[src/rtl/scan_move_sequencer.sv]
// scan_move_sequencer
//
// Steps a fixed token program of quarter-turn moves and observation points
// for a 48-sticker cube scan (24 corner observations, then 24 edge
// observations). On each obs_req it runs the moves up to the next
// observation token, waits for each move to complete, lets the sensor settle
// for SETTLE_CYCLES and pulses sensor_stable. After the last observation it
// plays out the remaining tokens unprompted so the cube returns to its
// original orientation, then parks in DONE.
//
// Ports
//   clock, reset   system clock; synchronous active-high reset
//   start          pulse; begins a scan from IDLE or DONE
//   obs_req        pulse; request the next observation position
//   move_ready     motor driver accepts move_code while move_valid is high
//   motor_done     pulse; the accepted move has physically completed
//   move_valid     a move is being offered
//   move_code      [2:0] face (U,L,F,R,B,D = 0..5), [3] counter-clockwise
//   sensor_stable  pulse; cube positioned and settled for observation
//   obs_index      current / last observation index, 0..47
//   corner_sel     1 while obs_index < 24 (corner sensor)
//   busy           high outside IDLE and DONE
//   scan_done      high in DONE
module scan_move_sequencer #(
  parameter logic [15:0] SETTLE_CYCLES = 16'd50000,
  parameter int          PROG_LEN      = 184
) (
  input  logic       clock,
  input  logic       reset,
  input  logic       start,
  input  logic       obs_req,
  input  logic       move_ready,
  input  logic       motor_done,
  output logic       move_valid,
  output logic [3:0] move_code,
  output logic       sensor_stable,
  output logic [5:0] obs_index,
  output logic       corner_sel,
  output logic       busy,
  output logic       scan_done
);

  localparam logic [3:0] TOK_OBS = 4'd6;
  localparam logic [3:0] TOK_END = 4'd7;
  localparam int         PROG_BITS = 740;

  // Token 0 sits in the most significant nibble. "{}" = OBS U OBS U OBS U OBS U.
  localparam logic [PROG_BITS-1:0] PROGRAM = {
    // corners
    32'h6060_6060,
    8'h2C, 32'h6060_6060, 8'h4A,
    8'h93, 32'h6060_6060, 8'hB1,
    8'hA4, 32'h6060_6060, 8'hC2,
    8'h1B, 32'h6060_6060, 8'h39,
    16'h1133, 32'h6060_6060, 16'h1133,
    // edges
    32'h6060_6060,
    24'h2C_102C, 32'h6060_6060, 24'h4A_894A,
    24'h93_2893, 32'h6060_6060, 24'hB1_0AB1,
    24'hA4_30A4, 32'h6060_6060, 24'hC2_8BC2,
    24'h1B_C01B, 32'h6060_6060, 24'h39_8439,
    32'h3311_2244, 32'h6060_6060, 32'h4422_1133,
    // end marker
    4'h7
  };

  typedef enum logic [2:0] {
    IDLE, WAIT_REQ, FETCH, ISSUE, WAIT_MOTOR, SETTLE, FLUSH, DONE
  } state_t;

  state_t      state_q, state_d;
  logic [7:0]  pc_q, pc_d;
  logic [5:0]  obs_q, obs_d;
  logic [15:0] cnt_q, cnt_d;
  logic [3:0]  tok_q, tok_d;
  logic [3:0]  rom [0:255];

  // Everything past the program reads as END.
  for (genvar i = 0; i < 256; i++) begin : g_rom
    if (i <= PROG_LEN && 4 * i < PROG_BITS) begin : g_tok
      assign rom[i] = PROGRAM[PROG_BITS-1-4*i -: 4];
    end else begin : g_end
      assign rom[i] = TOK_END;
    end
  end

  // Low three bits 0..5 are faces; 6 (OBS) and 7/14/15 (END) are not moves.
  function automatic logic is_move(input logic [3:0] t);
    return t[2:0] < 3'd6;
  endfunction

  always_ff @(posedge clock) begin
    if (reset) begin
      state_q <= IDLE;
      pc_q    <= '0;
      obs_q   <= '0;
      cnt_q   <= '0;
      tok_q   <= '0;
    end else begin
      state_q <= state_d;
      pc_q    <= pc_d;
      obs_q   <= obs_d;
      cnt_q   <= cnt_d;
      tok_q   <= tok_d;
    end
  end

  always_comb begin
    state_d       = state_q;
    pc_d          = pc_q;
    obs_d         = obs_q;
    cnt_d         = cnt_q;
    tok_d         = tok_q;
    move_valid    = 1'b0;
    sensor_stable = 1'b0;
    case (state_q)
      IDLE, DONE: begin
        if (start) begin
          pc_d    = '0;
          obs_d   = '0;
          state_d = WAIT_REQ;
        end
      end
      WAIT_REQ: begin
        if (obs_req) state_d = FETCH;
      end
      FETCH: begin
        tok_d = rom[pc_q];
        // pc stops at 255 so it can never wrap back into the program.
        if (pc_q == 8'hFF) begin
          state_d = DONE;
        end else if (is_move(rom[pc_q])) begin
          state_d = ISSUE;
        end else if (rom[pc_q] == TOK_OBS) begin
          cnt_d   = '0;
          state_d = SETTLE;
        end else begin
          state_d = DONE;
        end
      end
      ISSUE: begin
        move_valid = 1'b1;
        if (move_ready) state_d = WAIT_MOTOR;
      end
      WAIT_MOTOR: begin
        if (motor_done) begin
          pc_d    = pc_q + 8'd1;
          state_d = FETCH;
        end
      end
      SETTLE: begin
        if (cnt_q == SETTLE_CYCLES) begin
          sensor_stable = 1'b1;
          pc_d          = pc_q + 8'd1;
          // obs_index stays on the pulsed observation during the pulse.
          if (obs_q == 6'd47) begin
            state_d = FLUSH;
          end else begin
            obs_d   = obs_q + 6'd1;
            state_d = WAIT_REQ;
          end
        end else begin
          cnt_d = cnt_q + 16'd1;
        end
      end
      FLUSH: begin
        state_d = FETCH;
      end
      default: state_d = IDLE;
    endcase
  end

  assign move_code  = move_valid ? tok_q : 4'h0;
  assign obs_index  = obs_q;
  assign corner_sel = (obs_q < 6'd24);
  assign busy       = (state_q != IDLE) && (state_q != DONE);
  assign scan_done  = (state_q == DONE);

endmodule

[config.mk]
export PLATFORM = sky130hd
export DESIGN_NAME = scan_move_sequencer
export DESIGN_NICKNAME = d
export VERILOG_FILES = /design/src/rtl/scan_move_sequencer.sv
export SDC_FILE = /design/constraint.sdc
export NUM_CORES = 1
export LEC_CHECK = 0
export ABC_AREA = 1
export CAP_MARGIN = 10
export CORE_UTILIZATION = 30
export DETAILED_ROUTE_END_ITERATION = 12
export GPL_ROUTABILITY_DRIVEN = 0
export PLACE_DENSITY = 0.5
export SLEW_MARGIN = 0
export SYNTH_ARGS = -nofsm -noshare
export SYNTH_HDL_FRONTEND = slang
export SYNTH_SLANG_ARGS = --single-unit
export TNS_END_PERCENT = 1
[constraint.sdc]
create_clock -name clock -period 2.8 [get_ports clock]
set_input_delay 0.7 -clock clock [delete_from_list [all_inputs] [get_ports clock]]
set_output_delay 0.7 -clock clock [all_outputs]
set_load 0.01 [all_outputs]
# == Yosys cells after proc, flatten, opt, wreduce, memory -nomap -nowiden ==
# Memory sizes are Yosys's and may differ from the RTL's.
# Cells that the tools add are included.
# totals
in_bits,6
output_inout_bits,15
romBits,1024
ff_bits,37
n_memories,1
# op_classes
add_sub_neg,3
mux,29
n_eq_ne,22
n_bitwise,1
reduce_logical,11
n_lt_le_gt_ge,3
# mem_list
memory,words,width,read_ports,rd_clocked_by_memory_dff,wr,line_no,source
(name not given),256,4,1,0,0,134,end else if (rom[pc_q] == TOK_OBS) begin
# op_table
op,n
16-bit two-way mux,4
16-bit one-hot mux with 2 select lines,1
3-bit two-way mux,8
8-bit two-way mux,3
8-bit one-hot mux with 3 select lines,1
3-bit one-hot mux with 7 select lines,1
"2-bit inequality test, second input constant",10
6-bit two-way mux,3
"16-bit by 1-bit adder with 16-bit output, second input constant",1
"16-bit == test, second input constant",1
"3-bit == test, second input constant",4
4-bit two-way mux,3
6-bit one-hot mux with 2 select lines,1
5-bit AND reduction,2
"9-bit greater-or-equal comparator, second input constant",1
8-bit inverter with 9-bit output,1
"8-bit by 1-bit adder with 8-bit output, second input constant",1
"8-bit == test, second input constant",1
4-bit AND reduction,2
"6-bit by 1-bit adder with 6-bit output, second input constant",1
"3-bit by 2-bit == test with 1-bit output, second input constant",2
"6-bit == test, second input constant",1
"6-bit by 5-bit less-than comparator with 1-bit output, second input constant",1
3-bit nonzero test,2
10 further kinds,13

# == Longest topological paths before layout ==
# Gate-level depths: netlist of the first run.
# logic_depth
depth_word,9
depth_mapped,19
ltp_nobuf,19

# == Least setup slack after synthesis of the first run ==
# Ideal clock, no wire load.
# synth_timing
path_type,register -> register
from,register pc_q[1]
to,register cnt_q[10]
path_buffers,1
setup_slack_ps,557
required_ps,2661
stages_incl_launch_ff,18
arrival_time_ps,2104
setup_time_ps,139
cell_sequence,dfxtp_1 > inv_1 > ha_1 > nand2_1 > nand2_1 > nand2_1 > nand2_1 > o21ai_1 > nand3_1 > nand2_1 > nand2_1 > nor2_1 > nand2_1 > nand2_2 > nand2_4 > buf_12 > nand2_2 > a21oi_2
# synth_between
elab_chain_len,7
# synth_rtl
item,line_no,source
start: declaration,72,"logic [7:0] pc_q, pc_d;"
start signal: assignment,101,pc_q <= pc_d;
8-bit inverter with 9-bit output (not written as such),"132, 134",
memory read 256 x 4 bit,--,
4-bit two-way mux (not written as such) (2 in a row),134,
3-bit less-than comparator / 4-bit by 3-bit == test with 1-bit output (equally long branches),"89, 134",
2-bit inequality test (no line),--,
5-bit AND reduction (no line) *,--,
end signal: assignment,103,cnt_q <= cnt_d;
end: declaration,74,"logic [15:0] cnt_q, cnt_d;"
# Mark *: on every way between the ends. The rest lies on a longest branch, timed or not. The select of a mux whose other input is x is not followed.
# A chain may end at the register's enable or synchronous reset.

# == Worst setup path after layout of the first run ==
# layout_timing
from,register cnt_q[0]
to,output sensor_stable
# layout_between
elab_chain_len,3
# layout_rtl
item,line_no,source
16-bit == test,152,if (cnt_q == SETTLE_CYCLES) begin
1-bit two-way mux,152,
1-bit two-way mux,116,case (state_q)
end: declaration,36,"output logic sensor_stable,"
# Every way passes these cells.

==> impl_metrics.csv, run 1 <==
group,metric,value,unit
outcome,status,"completed",
setup_path,r2r_start,"pc_q[0]",
setup_path,required,2.10,ns
layout,layout_commonest_cell,"nand2_1",
global_route,antenna_found_initial,0,
logic_synthesis,syn_area_per_cell,6.061,µm²
min_path,min_path_type,"flop to flop",
layout,drive_above_1_share,13.15,%
pwr,peakVddDrop,0.2498,mV
layout,n_antenna_cell,0,
pwr,p_leak,1.450,nW
timing,finalSetupTns,0,ns
layout,area_growth_syn_to_layout,14.14,%
clock_network,postCtsSetupBuffers,0,
setup_path,start_kind,"flop",
global_route,track_usage,17.80,%
setup_path,startpoint,"cnt_q[0]",
pwr,p_total,2.165,mW
drt,vias,3431,
setup_path,crit_end,"sensor_stable",
logic_synthesis,synth_top_flop_cell,"dfxtp_1",
timing,clock.fmax,383.0,MHz
flow_run,cap_viol_max_count,0,
die,core,10370,µm²
setup_path,crit_path_end_kind,"primary output",
clock_network,cts-buffers-inserted,5,
clock_network,cts_tree,"built",
timing,hold_viol_final,0,
global_route,grt_pass1_vias,3302,
placed_design,dp_slack,0.2833,ns
setup_path,ff2ff_setup_slack,0.40,ns
timing,fin_ws,0.1887,ns
drt,drtAntennaViolNets,0,
drt,wl_per_cell,13.73,µm
clock_network,h-tree-depth,2,
placed_design,io_buffer_count,20,
logic_synthesis,syn_nets,549,
setup_path,crit_chain,"inv_1 -> ha_1 -> and3b_1 -> nand4_1 -> nor2_1 -> clkdlybuf4s50_1",
logic_synthesis,synth_edf_count,0,
setup_path,critPathMaxFanout,8,
global_route,grt_max_degree,26,
clock_network,path_clk_slew,0.07,ns
die,die_w,105.8,µm
die,die_h,105.8,µm
clock_network,cts_hold_buf,0,
logic_synthesis,yosys_warnings,0,
drt,routed_via_density,4.965,
placed_design,dp_hpwl,7.047,mm
clock_network,root_buffer,"clkbuf_8",
logic_synthesis,ys_ff_latch,37,
drt,drc,0,
drt,wirelength,9.490,mm
placed_design,postPlaceCellArea,3551,µm²
setup_path,cp.arrival,1.91,ns
timing,worstMarginPinSlew,0.5557,ns
timing,setup_viol,0,
pwr,p_per_area,587.1,nW/µm²
timing,period_needed,2.611,ns
global_route,gr-total-overflow,0,
clock_network,clock_sinks,37,
global_route,grt_pass1_wl,16.06,mm
logic_synthesis,synth_cells,533,
logic_synthesis,synthArstFlopShare,0,%
die,rows,37,
setup_path,r2r_end,"cnt_q[1]",
timing,rsz0062_at_grt,"no",
die,start_util,31.15,%
drt,drtPass1Iterations,4,
timing,fin_crit_sh,93.26,%
logic_synthesis,ys_seq_area_share,22.93,%
layout,post-route-util,35.56,%
clock_network,cts_buffer_depth,2,
layout,nets,570,
timing,relSlewSlack,62.82,%
setup_path,cp_slowest_cell,"clkdlybuf4s50_1",
clock_network,clk_latency,0.30,ns
clock_network,cts_resized,0,
drt,drt_iter0_drc,124,
setup_path,crit_type,"flop to primary output",
timing,slew_viol_final,0,
logic_synthesis,synth_cell_types,39,
setup_path,reg2reg_depth,18,
die,die_area,11190,µm²
layout,final_cell_mix,"157 x nand2_1, 58 x nor2_1, 55 x nand3_1, 40 x inv_1, 37 x dfxtp_1",
timing,fin_skew,0.01024,ns
setup_path,critPathMaxStageDelay,0.55,ns
logic_synthesis,syn-cell-area,3231,µm²
layout,finalInstanceArea,3687,µm²
die,ios,21,
## synth_stat cells (3+ instances only)
cell,count,area [µm²]
a21oi_1,34,170.2
nor4_1,6,37.54
inv_1,40,150.1
nand3_1,55,275.3
nand2_4,3,33.78
a21oi_2,10,87.58
o21ai_0,10,50.05
buf_6,5,56.30
buf_4,5,37.54
nor2_1,58,217.7
inv_2,10,37.54
xor2_1,13,113.9
clkbuf_1,4,15.01
nor3_1,14,70.07
nor2_2,4,25.02
dfxtp_1,37,740.7
nand2_2,16,100.1
ha_1,10,125.1
nand4_1,12,75.07
buf_2,3,15.01
o21ai_1,3,15.01
or2_2,3,18.77
nand2_1,157,589.3
## layer usage
metal / GRT usage (%) / up-vias / part of all wire [%]
li1: - / 1770 / -
met1: 23.17 / 1547 / 45
met2: 30.39 / 95 / 49
met3: 2.350 / 19 / 4.2
met4: 5.357 / 0 / 1.8
met5: 0 / - / 0
## metrics by stage
step                      cells  hold WS (ns)
after floorplan             533        0.4437
after global placement      683        0.4556
after detailed placement    683        0.4600
after CTS                   691        0.4719
after global routing        691        0.4918
final                       691        0.4711
## logic make-up (layout without fill, tap and decap cells)
family          after synthesis  after routing  synth area share [%]
xor+xnor                     14             14                 3.796
fa+ha+maj                    10             10                 3.873
flops                        37             37                 22.93
simple gates                335            335                 46.48
compound gates               66             66                 12.08
buf+inv                      71             93                 10.84
## flip-flops by register name, summed over array words and instances (netlist names)
name and cells:
cnt_q 16, state_q 3, tok_q 4, obs_index 6, pc_q 8
## layout make-up
type / count / area (µm²)
Tap cell: 136 / 170.2
Timing Repair Buffer: 33 / 297.8
Clock buffer: 7 / 86.33
Multi-Input combinational cell: 425 / 2160
Sequential cell: 37 / 740.7
Fill cell: 1158 / 6683
Inverter: 52 / 202.7
Clock inverter: 1 / 30.03
## report_power, final
| group | leakage (nW) | total [mW] | switching [mW] | internal (mW) |
|---|---|---|---|---|
| Sequential | 0.299 | 0.639 | 0.0537 | 0.585 |
| Clock | 0.0585 | 0.497 | 0.206 | 0.291 |
| Combinational | 1.09 | 1.03 | 0.691 | 0.338 |
| Total | 1.45 | 2.16 | 0.951 | 1.21 |
## worst min path at each step
stage                   start        end  slack (ns)  depth (start not counted)
floorplan           cnt_q[15]  cnt_q[15]        0.44                          2
global placement     tok_q[1]   tok_q[1]        0.46                          2
detailed placement   tok_q[1]   tok_q[1]        0.46                          2
CTS                  tok_q[1]   tok_q[1]        0.47                          2
global route        cnt_q[15]  cnt_q[15]        0.49                          2
finish               tok_q[1]   tok_q[1]        0.47                          2
## worst max-delay path: cells and delay by family (launching register included)
family        cells  cell delay (ns)
buf+inv           2             0.64
simple gates      3             0.45
flops             1             0.39
fa+ha+maj         1             0.14
Note: power is estimated with default switching activity, not from simulation.
==> run 2: changes to the inputs <==
- CAP_MARGIN: 10 -> 5
- GPL_TIMING_DRIVEN: not set -> 0
- HOLD_SLACK_MARGIN: not set -> 0.03
==> run 2 against run 1 <==
First-iteration DRC count is 65% higher. Wire length is 3.3% higher. Worst hold slack worse by 0.0066 ns. Worst setup slack better by 0.013 ns. Sequential share of layout area hardly changed. Clock skew hardly changed. Final cell count is 0.72% higher. Non-clock buffer count is 5 higher. Critical endpoint is now move_code[1]. Largest cell class unchanged. Largest power group unchanged.
==> impl_metrics.csv, run 2 (synthesis gave the netlist of run 1 again) <==
group,metric,value,unit
global_route,grt_max_degree,14,
setup_path,crit_path_end_kind,"primary output",
layout,nets,575,
clock_network,root_buffer,"clkbuf_8",
min_path,hold_depth,2,
drt,drt_iter0_drc,204,
setup_path,required,2.10,ns
setup_path,start_kind,"flop",
clock_network,clk_latency,0.29,ns
layout,largest_register_ffs,16,
clock_network,path_clk_slew,0.08,ns
layout,area_growth_syn_to_layout,15.22,%
pwr,p_leak,1.457,nW
outcome,status,"completed",
die,die_h,105.8,µm
layout,ff_latch_area,747.0,µm²
drt,routed_via_density,5.116,
timing,relSlewSlack,52.66,%
min_path,hold_path.startpoint,"cnt_q[15]",
layout,drive_above_1_share,14.11,%
timing,worstMarginPinSlew,0.7101,ns
timing,fin_skew,0.01042,ns
clock_network,cts-buffers-inserted,5,
clock_network,cts_buffer_depth,2,
layout,final_cell_mix,"156 x nand2_1, 58 x nor2_1, 55 x nand3_1, 40 x inv_1",
timing,hold_viol_final,0,
layout,fillerInstances,1173,
drt,drtPass1Iterations,5,
die,die_w,105.8,µm
drt,wirelength,9.802,mm
clock_network,cts_hold_buf,0,
layout,layout_commonest_cell,"nand2_1",
setup_path,cp.arrival,1.90,ns
flow_run,cap_viol_max_count,0,
clock_network,cts_tree,"built",
setup_path,r2r_end,"cnt_q[10]",
die,core,10370,µm²
drt,drtAntennaViolNets,0,
clock_network,h-tree-depth,2,
min_path,min_path_type,"flop to flop",
pwr,peakVddDrop,0.2801,mV
setup_path,critPathMaxFanout,6,
timing,rsz0062_at_grt,"no",
layout,n_antenna_cell,0,
global_route,gr-total-overflow,0,
setup_path,crit_type,"flop to primary output",
setup_path,ff2ff_setup_slack,0.25,ns
setup_path,reg2reg_depth,19,
global_route,antenna_found_initial,0,
setup_path,crit_chain,"nand2_1 -> nor2_1 -> inv_1 -> nor2_1 -> clkdlybuf4s50_1",
setup_path,r2r_start,"pc_q[0]",
global_route,track_usage,18.04,%
placed_design,dp_hpwl,7.413,mm
global_route,grt_pass1_vias,3281,
drt,vias,3561,
global_route,grt_pass1_wl,16.15,mm
drt,wl_per_cell,14.08,µm
die,rows,37,
die,die_area,11190,µm²
drt,drc,0,
timing,fin_crit_sh,92.80,%
timing,setup_viol,0,
setup_path,critPathMaxStageDelay,0.56,ns
die,start_util,31.15,%
layout,regMostFlops,"cnt_q",
setup_path,cp_slowest_cell,"clkdlybuf4s50_1",
timing,clock.fmax,384.9,MHz
pwr,p_per_area,584.0,nW/µm²
clock_network,clock_sinks,37,
timing,slew_viol_final,0,
layout,multi_input_area,2145,µm²
pwr,p_total,2.174,mW
timing,period_needed,2.598,ns
setup_path,crit_top_cell,"nor2_1",
min_path,holdPathEnd,"cnt_q[15]",
layout,post-route-util,35.90,%
setup_path,startpoint,"state_q[1]",
placed_design,io_buffer_count,19,
die,ios,21,
run 2: cell type report:
cell class,instances,area share [%]
buffer,18,3.866
clock buffer,7,2.319
clock inverter,1,0.8067
inverter,52,5.445
multi-input combinational,425,57.61
sequential,37,20.07
tap,136,4.571
timing repair buffer,20,5.311
run 2: how the worst max path moves through the flow:
| stage | end | slack (ns) |
|---|---|---|
| after detailed placement | cnt_q[11] | -0.03 |
| after floorplan | cnt_q[10] | 0.56 |
| final | move_code[1] | 0.20 |
| after global routing | cnt_q[8] | 0.01 |
| after CTS | cnt_q[6] | 0.07 |
| after global placement | cnt_q[9] | -0.05 |
run 2: what timing repair did:
item                       in CTS  in global routing
buffers inserted                1                  0
setup endpoints to repair      14                 18
pin swaps                       1                  0
resized for setup               1                  5
run 2: report_power, final:
part | internal, mW | total, mW | switching (mW)
Combinational | 0.341 | 1.01 | 0.668
Clock | 0.291 | 0.496 | 0.205
Sequential | 0.592 | 0.668 | 0.0765
run 2: layer usage:
metal | global-route usage (%) | vias up | wire [µm] | share of wire (%)
li1 | - | 1796 | - | -
met1 | 23.63 | 1623 | 4446 | 45
met2 | 30.58 | 122 | 4681 | 48
met3 | 2.165 | 20 | 499 | 5.1
met4 | 5.853 | 0 | 174 | 1.8
met5 | 0 | - | 0 | 0
run 2: critical path, delay by kind of cell (launching register included):
family / cells / cell delay [ns]
DFF: 1 / 0.44
and+or+nand+nor: 3 / 0.44
buffers and inverters: 2 / 0.73
run 2: metrics by stage:
stage / hold WS [ns] / area [µm²] / instances / worst slack [ns] / TNS, ns
floorplan: 0.4437 / 3231 / 533 / 0.5566 / 0
global placement: 0.4548 / 3591 / 688 / -0.04689 / -0.4194
detailed placement: 0.4559 / 3591 / 688 / -0.03090 / -0.2220
CTS: 0.4695 / 3712 / 696 / 0.06994 / 0
global route: 0.4951 / 3722 / 696 / 0.01224 / 0
finish: 0.4645 / 3722 / 696 / 0.2016 / 0
